[src/rtl/alu_exec_stage_if.sv]
// ---------------------------------------------------------------------------
// alu_exec_stage_if
// Bundles the issue-side and result-side handshakes of the ALU execute stage.
//
// Issue side   : in_valid, in_ready, alu_control, src_a, src_b
// Result side  : out_valid, out_ready, result, zero, illegal, op_count
//
// Modports
//   master : the environment around the stage (drives operations, consumes results)
//   slave  : the execute stage itself
// ---------------------------------------------------------------------------
interface alu_exec_stage_if #(
    parameter int WIDTH = 32
);
    logic             in_valid;
    logic             in_ready;
    logic [2:0]       alu_control;
    logic [WIDTH-1:0] src_a;
    logic [WIDTH-1:0] src_b;
    logic             out_valid;
    logic             out_ready;
    logic [WIDTH-1:0] result;
    logic             zero;
    logic             illegal;
    logic [15:0]      op_count;

    modport master (
        output in_valid, alu_control, src_a, src_b, out_ready,
        input  in_ready, out_valid, result, zero, illegal, op_count
    );

    modport slave (
        input  in_valid, alu_control, src_a, src_b, out_ready,
        output in_ready, out_valid, result, zero, illegal, op_count
    );
endinterface

[src/rtl/alu_exec_stage.sv]
// ---------------------------------------------------------------------------
// alu_exec_stage
// Registered execute stage fed by the ALU control decoder. An accepted
// operation is evaluated immediately and its result/zero/illegal flags are
// captured in the output register; they stay frozen while the consumer stalls.
//
// Ports
//   clk    : rising-edge clock
//   rst_n  : asynchronous active-low reset, discards every held entry
//   bus    : alu_exec_stage_if.slave (issue and result handshakes, op_count)
//
// Build option
//   ALU_EXEC_SKID_EN : adds a one-entry skid register so in_ready comes from
//                      a flop (no combinational path from out_ready). Without
//                      it, in_ready = !out_valid || out_ready.
// ---------------------------------------------------------------------------
module alu_exec_stage #(
    parameter int WIDTH = 32
) (
    input  logic              clk,
    input  logic              rst_n,
    alu_exec_stage_if.slave   bus
);

    // One held operation: result plus its two flags, kept together so they
    // can never drift apart between the skid and output registers.
    typedef struct packed {
        logic [WIDTH-1:0] result;
        logic             zero;
        logic             illegal;
    } entry_t;

    // Evaluates one operation; zero is derived from the result, which also
    // gives a==b for branch-compare and zero=1 for the unmapped codes.
    function automatic entry_t alu_eval(
        input logic [2:0]       ctrl,
        input logic [WIDTH-1:0] a,
        input logic [WIDTH-1:0] b
    );
        entry_t           e;
        logic [WIDTH-1:0] r;
        logic             ill;
        ill = 1'b0;
        case (ctrl)
            3'b000:  r = a + b;
            3'b001:  r = a - b;
            3'b011:  r = a | b;
            3'b100:  r = a & b;
            3'b101:  r = {{(WIDTH-1){1'b0}}, ($signed(a) < $signed(b))};
            3'b111:  r = a - b;
            default: begin
                r   = {WIDTH{1'b0}};
                ill = 1'b1;
            end
        endcase
        e.result  = r;
        e.zero    = (r == {WIDTH{1'b0}});
        e.illegal = ill;
        return e;
    endfunction

    entry_t      new_entry_s;
    entry_t      out_entry_r;
    entry_t      out_entry_nxt_s;
    logic        out_valid_r;
    logic        out_valid_nxt_s;
    logic [15:0] count_r;
    logic [15:0] count_nxt_s;
    logic        accept_s;
    logic        complete_s;

`ifdef ALU_EXEC_SKID_EN
    entry_t      skid_entry_r;
    entry_t      skid_entry_nxt_s;
    logic        skid_full_r;
    logic        skid_full_nxt_s;
    logic        in_ready_r;
    logic        out_free_s;

    // Next-state for output and skid registers; the skid always drains first
    // so ordering is preserved.
    always_comb begin
        new_entry_s      = alu_eval(bus.alu_control, bus.src_a, bus.src_b);
        accept_s         = bus.in_valid && in_ready_r;
        complete_s       = out_valid_r && bus.out_ready;
        out_free_s       = !out_valid_r || bus.out_ready;
        out_entry_nxt_s  = out_entry_r;
        out_valid_nxt_s  = out_valid_r;
        skid_entry_nxt_s = skid_entry_r;
        skid_full_nxt_s  = skid_full_r;
        if (out_free_s) begin
            if (skid_full_r) begin
                // in_ready was low, so no new op can arrive this cycle
                out_entry_nxt_s = skid_entry_r;
                out_valid_nxt_s = 1'b1;
                skid_full_nxt_s = 1'b0;
            end else if (accept_s) begin
                out_entry_nxt_s = new_entry_s;
                out_valid_nxt_s = 1'b1;
            end else begin
                out_valid_nxt_s = 1'b0;
            end
        end else begin
            if (accept_s) begin
                skid_entry_nxt_s = new_entry_s;
                skid_full_nxt_s  = 1'b1;
            end else begin
                skid_full_nxt_s  = skid_full_r;
            end
        end
    end

    // Skid register and registered in_ready; in_ready stays low while reset
    // is asserted and rises on the first edge after release.
    always_ff @(posedge clk or negedge rst_n) begin
        if (!rst_n) begin
            skid_entry_r <= {(WIDTH+2){1'b0}};
            skid_full_r  <= 1'b0;
            in_ready_r   <= 1'b0;
        end else begin
            skid_entry_r <= skid_entry_nxt_s;
            skid_full_r  <= skid_full_nxt_s;
            in_ready_r   <= !skid_full_nxt_s;
        end
    end

    assign bus.in_ready = in_ready_r;
`else
    logic in_ready_s;

    // Next-state for the output register; a simultaneous accept and
    // completion simply overwrites the departing entry.
    always_comb begin
        new_entry_s     = alu_eval(bus.alu_control, bus.src_a, bus.src_b);
        in_ready_s      = !out_valid_r || bus.out_ready;
        accept_s        = bus.in_valid && in_ready_s;
        complete_s      = out_valid_r && bus.out_ready;
        out_entry_nxt_s = out_entry_r;
        out_valid_nxt_s = out_valid_r;
        if (accept_s) begin
            out_entry_nxt_s = new_entry_s;
            out_valid_nxt_s = 1'b1;
        end else if (complete_s) begin
            out_valid_nxt_s = 1'b0;
        end else begin
            out_valid_nxt_s = out_valid_r;
        end
    end

    assign bus.in_ready = in_ready_s;
`endif

    // Saturating completion counter next-state.
    always_comb begin
        count_nxt_s = count_r;
        if (complete_s && (count_r != 16'hFFFF)) begin
            count_nxt_s = count_r + 16'd1;
        end else begin
            count_nxt_s = count_r;
        end
    end

    // Output register, valid flag and completion counter.
    always_ff @(posedge clk or negedge rst_n) begin
        if (!rst_n) begin
            out_entry_r <= {(WIDTH+2){1'b0}};
            out_valid_r <= 1'b0;
            count_r     <= 16'd0;
        end else begin
            out_entry_r <= out_entry_nxt_s;
            out_valid_r <= out_valid_nxt_s;
            count_r     <= count_nxt_s;
        end
    end

    assign bus.out_valid = out_valid_r;
    assign bus.result    = out_entry_r.result;
    assign bus.zero      = out_entry_r.zero;
    assign bus.illegal   = out_entry_r.illegal;
    assign bus.op_count  = count_r;

endmodule

[src/flat_wrapper.sv]
// flat-port wrapper written by rule: the top's interface ports become plain ports
module alu_exec_stage_flat 
#(
    parameter int WIDTH = 32
)
  (clk, rst_n, bus_in_valid, bus_alu_control, bus_src_a, bus_src_b, bus_out_ready, bus_in_ready, bus_out_valid, bus_result, bus_zero, bus_illegal, bus_op_count);
  alu_exec_stage_if #(.WIDTH(WIDTH)) bus_i ();
  input  logic clk;
  input  logic rst_n;
  input wire logic [$bits(bus_i.in_valid)-1:0] bus_in_valid;
  input wire logic [$bits(bus_i.alu_control)-1:0] bus_alu_control;
  input wire logic [$bits(bus_i.src_a)-1:0] bus_src_a;
  input wire logic [$bits(bus_i.src_b)-1:0] bus_src_b;
  input wire logic [$bits(bus_i.out_ready)-1:0] bus_out_ready;
  output wire logic [$bits(bus_i.in_ready)-1:0] bus_in_ready;
  output wire logic [$bits(bus_i.out_valid)-1:0] bus_out_valid;
  output wire logic [$bits(bus_i.result)-1:0] bus_result;
  output wire logic [$bits(bus_i.zero)-1:0] bus_zero;
  output wire logic [$bits(bus_i.illegal)-1:0] bus_illegal;
  output wire logic [$bits(bus_i.op_count)-1:0] bus_op_count;
  assign bus_i.in_valid = bus_in_valid;
  assign bus_i.alu_control = bus_alu_control;
  assign bus_i.src_a = bus_src_a;
  assign bus_i.src_b = bus_src_b;
  assign bus_i.out_ready = bus_out_ready;
  assign bus_in_ready = bus_i.in_ready;
  assign bus_out_valid = bus_i.out_valid;
  assign bus_result = bus_i.result;
  assign bus_zero = bus_i.zero;
  assign bus_illegal = bus_i.illegal;
  assign bus_op_count = bus_i.op_count;
  alu_exec_stage #(.WIDTH(WIDTH)) u_core (.clk(clk), .rst_n(rst_n), .bus(bus_i));
endmodule
[config.mk]
export PLATFORM = sky130hd
export DESIGN_NAME = alu_exec_stage_flat
export DESIGN_NICKNAME = d
export VERILOG_FILES = /design/src/rtl/alu_exec_stage_if.sv /design/src/rtl/alu_exec_stage.sv /design/src/flat_wrapper.sv
export SDC_FILE = /design/constraint.sdc
export NUM_CORES = 1
export LEC_CHECK = 0
export ABC_AREA = 1
export BUFFER_PORTS_ARGS = -buffer_cell sky130_fd_sc_hd__buf_2
export CAP_MARGIN = 20
export CORE_AREA = 2 2 135 170
export CTS_CLUSTER_DIAMETER = 50
export DETAILED_ROUTE_END_ITERATION = 16
export DIE_AREA = 0 0 137 172
export PLACE_DENSITY = 0.66
export SYNTH_ARGS = -nofsm -noshare
export SYNTH_HDL_FRONTEND = slang
export SYNTH_SLANG_ARGS = --single-unit
[constraint.sdc]
create_clock -name clk -period 2.3 [get_ports clk]
set_clock_uncertainty 0.15 [all_clocks]
set_input_delay 0.115 -clock clk [delete_from_list [all_inputs] [get_ports clk]]
set_output_delay 0.115 -clock clk [all_outputs]
set_load 0.05 [all_outputs]
# Yosys cells after proc, flatten, opt, wreduce, memory -nomap -nowiden
# Index checks and enable logic that the tools add are counted.
[word_totals]
reg_bits = 51
latchBits = 0
ramBits = 0
mem_bits_ro = 0
in_bits = 71
output_inout_bits = 52
word_cells = 31
memories = 0
[op_classes]
add_sub_neg = 3
multipliers = 0
div_mod_pow = 0
magnitude_cmp = 1
eq_ne = 6
n_shift = 0
mux = 4
n_bitwise = 2
reduce_logical = 10
[op_table]
columns = ["cell", "count"]
rows = [
  ["32-bit case mux with 5 select lines", 1],
  ["32-bit adder", 1],
  ["32-bit bitwise AND", 1],
  ["32-bit logical NOT", 1],
  ["32-bit less-than comparator", 1],
  ["32-bit bitwise OR", 1],
  ["32-bit subtractor", 1],
  ["16-bit by 1-bit adder with 16-bit output, second input constant", 1],
  ["16-bit != test, second input constant", 1],
  ["3-bit == test, second input constant", 3],
  ["6-bit OR reduction", 1],
  ["3-bit by 1-bit == test with 1-bit output, second input constant", 1],
  ["3-bit by 2-bit == test with 1-bit output, second input constant", 1],
  ["1-bit logical AND", 3],
  ["3-bit logical NOT", 1],
  ["1-bit two-way mux", 3],
  ["2-bit nonzero test", 1],
  ["2-bit OR reduction", 1],
  ["1-bit logical NOT", 1],
  ["1-bit logical OR", 1],
]

# Logic depth before layout (Yosys ltp)
[depth]
depth_word = 4
mapped_depth = 22
ltp_nobuf = 21

# Least setup slack after synthesis
# No wires, ideal clock.
[synth_timing]
kind = "flip-flop to flip-flop"
startpoint = "register u_core.count_r[0], in the netlist u_core.bus.op_count[0]"
endpoint = "register u_core.count_r[15], in the netlist u_core.bus.op_count[15]"
setup_time_ps = 141
t_arrival_ps = 2074
required_time_ps = 2009
setup_slack_ps = -65
path_stages_with_launch = 13
n_path_buf = 0
synth_period_minus_slack_ps = 2365
path_cell_list = "dfrtp_1 ha_1 inv_1 nor2_1 inv_1 nor3_1 a21oi_2 nand2_1 nor3_2 nand2_1 nor2_1 nand4_1 xnor2_1"
[synth_between]
elab_chain_cells = 2
elab_cells_between_ends = 3
cone_classes = "add/sub: 1; eq/ne: 1; reduce/logical: 1"
[synth_rtl]
columns = ["item", "line_no", "text"]
rows = [
  ["start: declaration", "alu_exec_stage.sv:67", "logic [15:0] count_r;"],
  ["start signal: assignment", "alu_exec_stage.sv:172", "count_r <= count_nxt_s;"],
  ["parallel branches: the longest is 2 deep, another holds 16-bit by 1-bit adder with 16-bit output", "--", ""],
]
# Several ways; the timed one is not identified.
# A chain may end at the register's enable or synchronous reset.

# Worst setup path after layout
[layout_timing]
startpoint = "input port bus_src_b[12]"
endpoint = "register u_core.out_entry_r, in the netlist u_core.bus.zero"
[layout_between]
elab_chain_cells = 3
elab_cells_between_ends = 7
cone_classes = "add/sub: 2; order compare: 1; mux: 1; bitwise: 2; reduce/logical: 1"
[layout_rtl]
columns = ["item", "line_no", "text"]
rows = [
  ["start: declaration", "flat_wrapper.sv:13", "input wire logic [$bits(bus_i.src_b)-1:0] bus_src_b;"],
  ["32-bit subtractor (tied with other cells)", "alu_exec_stage.sv:46, alu_exec_stage.sv:50", ""],
  ["32-bit case mux with 5 select lines (*)", "alu_exec_stage.sv:44", "case (ctrl)"],
  ["32-bit logical NOT (*)", "alu_exec_stage.sv:57", "e.zero = (r == {WIDTH{1'b0}});"],
  ["end signal: assignment", "alu_exec_stage.sv:166", "out_entry_r <= {(WIDTH+2){1'b0}};"],
  ["end signal: assignment", "alu_exec_stage.sv:170", "out_entry_r <= out_entry_nxt_s;"],
  ["end: declaration", "alu_exec_stage.sv:63", "entry_t out_entry_r;"],
]
# Every way passes the cells marked *; elsewhere a longest branch is shown, timed or not.

==> flow_summary_export.csv <==
group,metric,value,unit
yosys,synth_edf_count,0,
yosys,synth_seq_cells,51,
finish,syn_to_final_growth,53.7,%
clock_network,ctsRootBufferMaster,"clkbuf_16",
yosys,synthDominantCellAreaShare,0.226,
placed_design,port-buffer-count,122,
detailed_routing,drc,0,
clock_network,clock_latency,280,ps
timing,fin_crit_sh,0.990,
timing,period_needed,2280,ps
detailed_routing,vias,11200,
placed_design,placed_area,0.0120,sq mm
setup_path,arrival,2350,ps
grt,grt_max_degree,47,
yosys,syn-num-nets,1726,
grt,grt-ovfl-total,0,
setup_path,r2r_cells,12,
floorplanning,die_height,172,um
floorplanning,coreArea,0.0220,sq mm
clock_network,cts_sinks,51,
finish,fin_area,0.0133,sq mm
setup_path,crit_start,"bus_src_b[12]",
timing,fin_setup_tns,0,ps
timing,fmax,0.439,GHz
timing,worstMarginPinSlew,695,ps
grt,grt_pass1_vias,10900,
detailed_routing,drt-total-wl,36300,um
setup_path,worstReg2RegEnd,"u_core.bus.op_count[15]$_DFFE_PN0P_",
floorplanning,ios,123,
finish,antennaDiodeCount,0,
status,outcome,"complete, no violations",
setup_path,reg2reg_slack,230,ps
clock_network,cts_tree,"built",
yosys,yosys_warnings,0,
floorplanning,dieArea,0.0236,sq mm
floorplanning,die_x,137,um
grt,track_usage,0.299,
finish,fillers,2191,
yosys,async_flop_share,1.00,
detailed_routing,dr.pass1.iters,6,
clock_network,cts_buffers,5,
timing,final_max_slew_viol_count,0,
setup_path,critPathKind,"in2reg",
setup_path,crit_path_end,"u_core.bus.zero$_DFFE_PN0P_",
hold_path,hold_path_class,"in2reg",
yosys,yosys-top-cells-count,"nand2_1, inv_1, nor2_1, nand3_1, ha_1",
placed_design,place.gp.congestion,1.02,
timing,hold_viol,0,
clock_network,htreeDepth,2,
clock_network,clk_pin_slew_worst_paths,60,ps
yosys,netlist_area,0.00864,sq mm
floorplanning,num_rows,61,
yosys,synth_area_per_cell,5.56,sq um
finish,fin_nets,2180,
yosys,synth_cell_type_count,43,
setup_path,startpoint_type,"primary input",
grt,antenna_found_initial,0,
power_and_ir_drop,p_per_area,440,mW/mm^2
yosys,yosysTopAreaCell,"nand2_1",
timing,slew_headroom,0.536,
power_and_ir_drop,ir_worst_vdd,0.000640,V
setup_path,endpoint_kind,"flip-flop",
detailed_routing,via_per_inst,4.87,
yosys,synth.area.top_cells,"nand2_1, dfrtp_1, ha_1, inv_1, nand3_1",
detailed_routing,drt_iter0_markers,630,
detailed_routing,avgRoutedWirePerCell,15.8,um
timing,grt_setup_unrepaired,"true",
job,drv_cap,0,
placed_design,dp_hpwl,30300,um
yosys,synth.most_common_cell,"nand2_1",
yosys,ys_seq_area_frac,0.148,
setup_path,r2r-start,"u_core.bus.op_count[0]$_DFFE_PN0P_",
clock_network,clockBufferDepth,2,
finish,drive_gt1_frac,0.353,
finish,fin_util,0.604,
timing,setup_viol,0,
setup_path,worstPathMaxFanout,4,
setup_path,critPathRequiredTime,2370,ps
power_and_ir_drop,power_leakage,7.66,nW
floorplanning,start_util,0.393,
grt,grt_pass1_wl,54500,um
yosys,synth_flop_cell,"dfrtp_1",
yosys,syn_inst,1555,
detailed_routing,antenna_left,0,
## flip-flops by register name, summed over array words and instances (netlist names)
| signal | cells |
|---|---|
| u_core.bus.out_valid | 1 |
| u_core.bus.op_count | 16 |
| u_core.bus.result | 32 |
| u_core.bus.zero | 1 |
| u_core.bus.illegal | 1 |
## layer usage
layer	GRT usage	share of wire	vias up
li1	-	-	5653
met1	0.327	0.38	5037
met2	0.541	0.49	338
met3	0.0249	0.038	146
met4	0.206	0.086	0
met5	0	0	-
## power breakdown
group          total (W)  internal, W  switching [W]
registers        0.00118      0.00106       0.000116
clock network   0.000821     0.000514       0.000306
logic            0.00385      0.00149        0.00236
## layout make-up
class                           instances  area (sq um)  area share
Clock inverter                          1          30.0     0.00226
Timing Repair Buffer                  491          3460       0.260
Inverter                              328          1240      0.0931
Multi-Input combinational cell       1132          6790       0.511
Tap cell                              283           354      0.0267
Sequential cell                        51          1280      0.0963
Clock buffer                            7           133     0.00999
## worst min path at each step
stage,slack [ps],startpoint,endpoint,cells past startpoint
6_report,10,bus_alu_control[1],u_core.bus.illegal$_DFFE_PN0P_,3
5_1_grt,60,bus_alu_control[1],u_core.bus.illegal$_DFFE_PN0P_,3
4_1_cts,10,bus_alu_control[1],u_core.bus.illegal$_DFFE_PN0P_,3
3_5_place_dp,40,rst_n,u_core.bus.op_count[8]$_DFFE_PN0P_,1
3_3_place_gp,50,rst_n,u_core.bus.op_count[6]$_DFFE_PN0P_,1
2_1_floorplan,-330,rst_n,u_core.bus.illegal$_DFFE_PN0P_,0
## cell families after synthesis
group	share of synthesized area
AO/OA/AOI/OAI	0.0879
XOR/XNOR	0.0152
adder cells (fa/ha/maj)	0.147
buffers and inverters	0.171
flip-flops	0.148
AND/OR/NAND/NOR	0.432
## stage by stage
stage          hold slack (ps)  total power [W]  setup slack [ps]  std cells
2_1_floorplan             -331          0.00311              48.4       1555
4_1_cts                   9.64          0.00549             0.148       2273
3_5_place_dp              39.9          0.00462              -425       2262
5_1_grt                   57.4          0.00623             -75.3       2293
6_report                  12.6          0.00585              22.5       2293
3_3_place_gp              46.1          0.00459              -412       2262
## what timing repair did
action	CTS	global route
setup endpoints to repair	4	23
buffers inserted	1	20
hold endpoints to repair	30	0
pin swaps	4	70
hold buffers	2	0
resized for setup	35	200
## worst max-delay path, stage by stage
cell and delay (ps):
buf_2 90, inv_1 70, ha_4 270, buf_4 130, nand2_2 110, nor2_4 130, inv_2 90, nor2_4 120
nand4_1 200, nand3_1 160, nand2_1 60, nand3_1 70, nand3b_1 230, nor2_1 160, nand2_1 80, nor2_2 120
nand3_1 70, nand2_1 60
## cell usage in the layout, fill, tap and decap left out, drive strengths merged, types with 2 or more instances in the layout
cell	n
and2	3
nand2	532
o21a	2
dfrtp	51
clkbuf	7
a21oi	53
o21ai	38
nand3b	10
dlygate4sd3	2
buf	489
nand3	137
xnor2	4
inv	327
xor2	11
o22ai	26
nand4	20
nor2	160
or2	3
ha	98
nor3	18
fa	2
o21bai	11
a31oi	2
(Power assumes the default switching activity.)
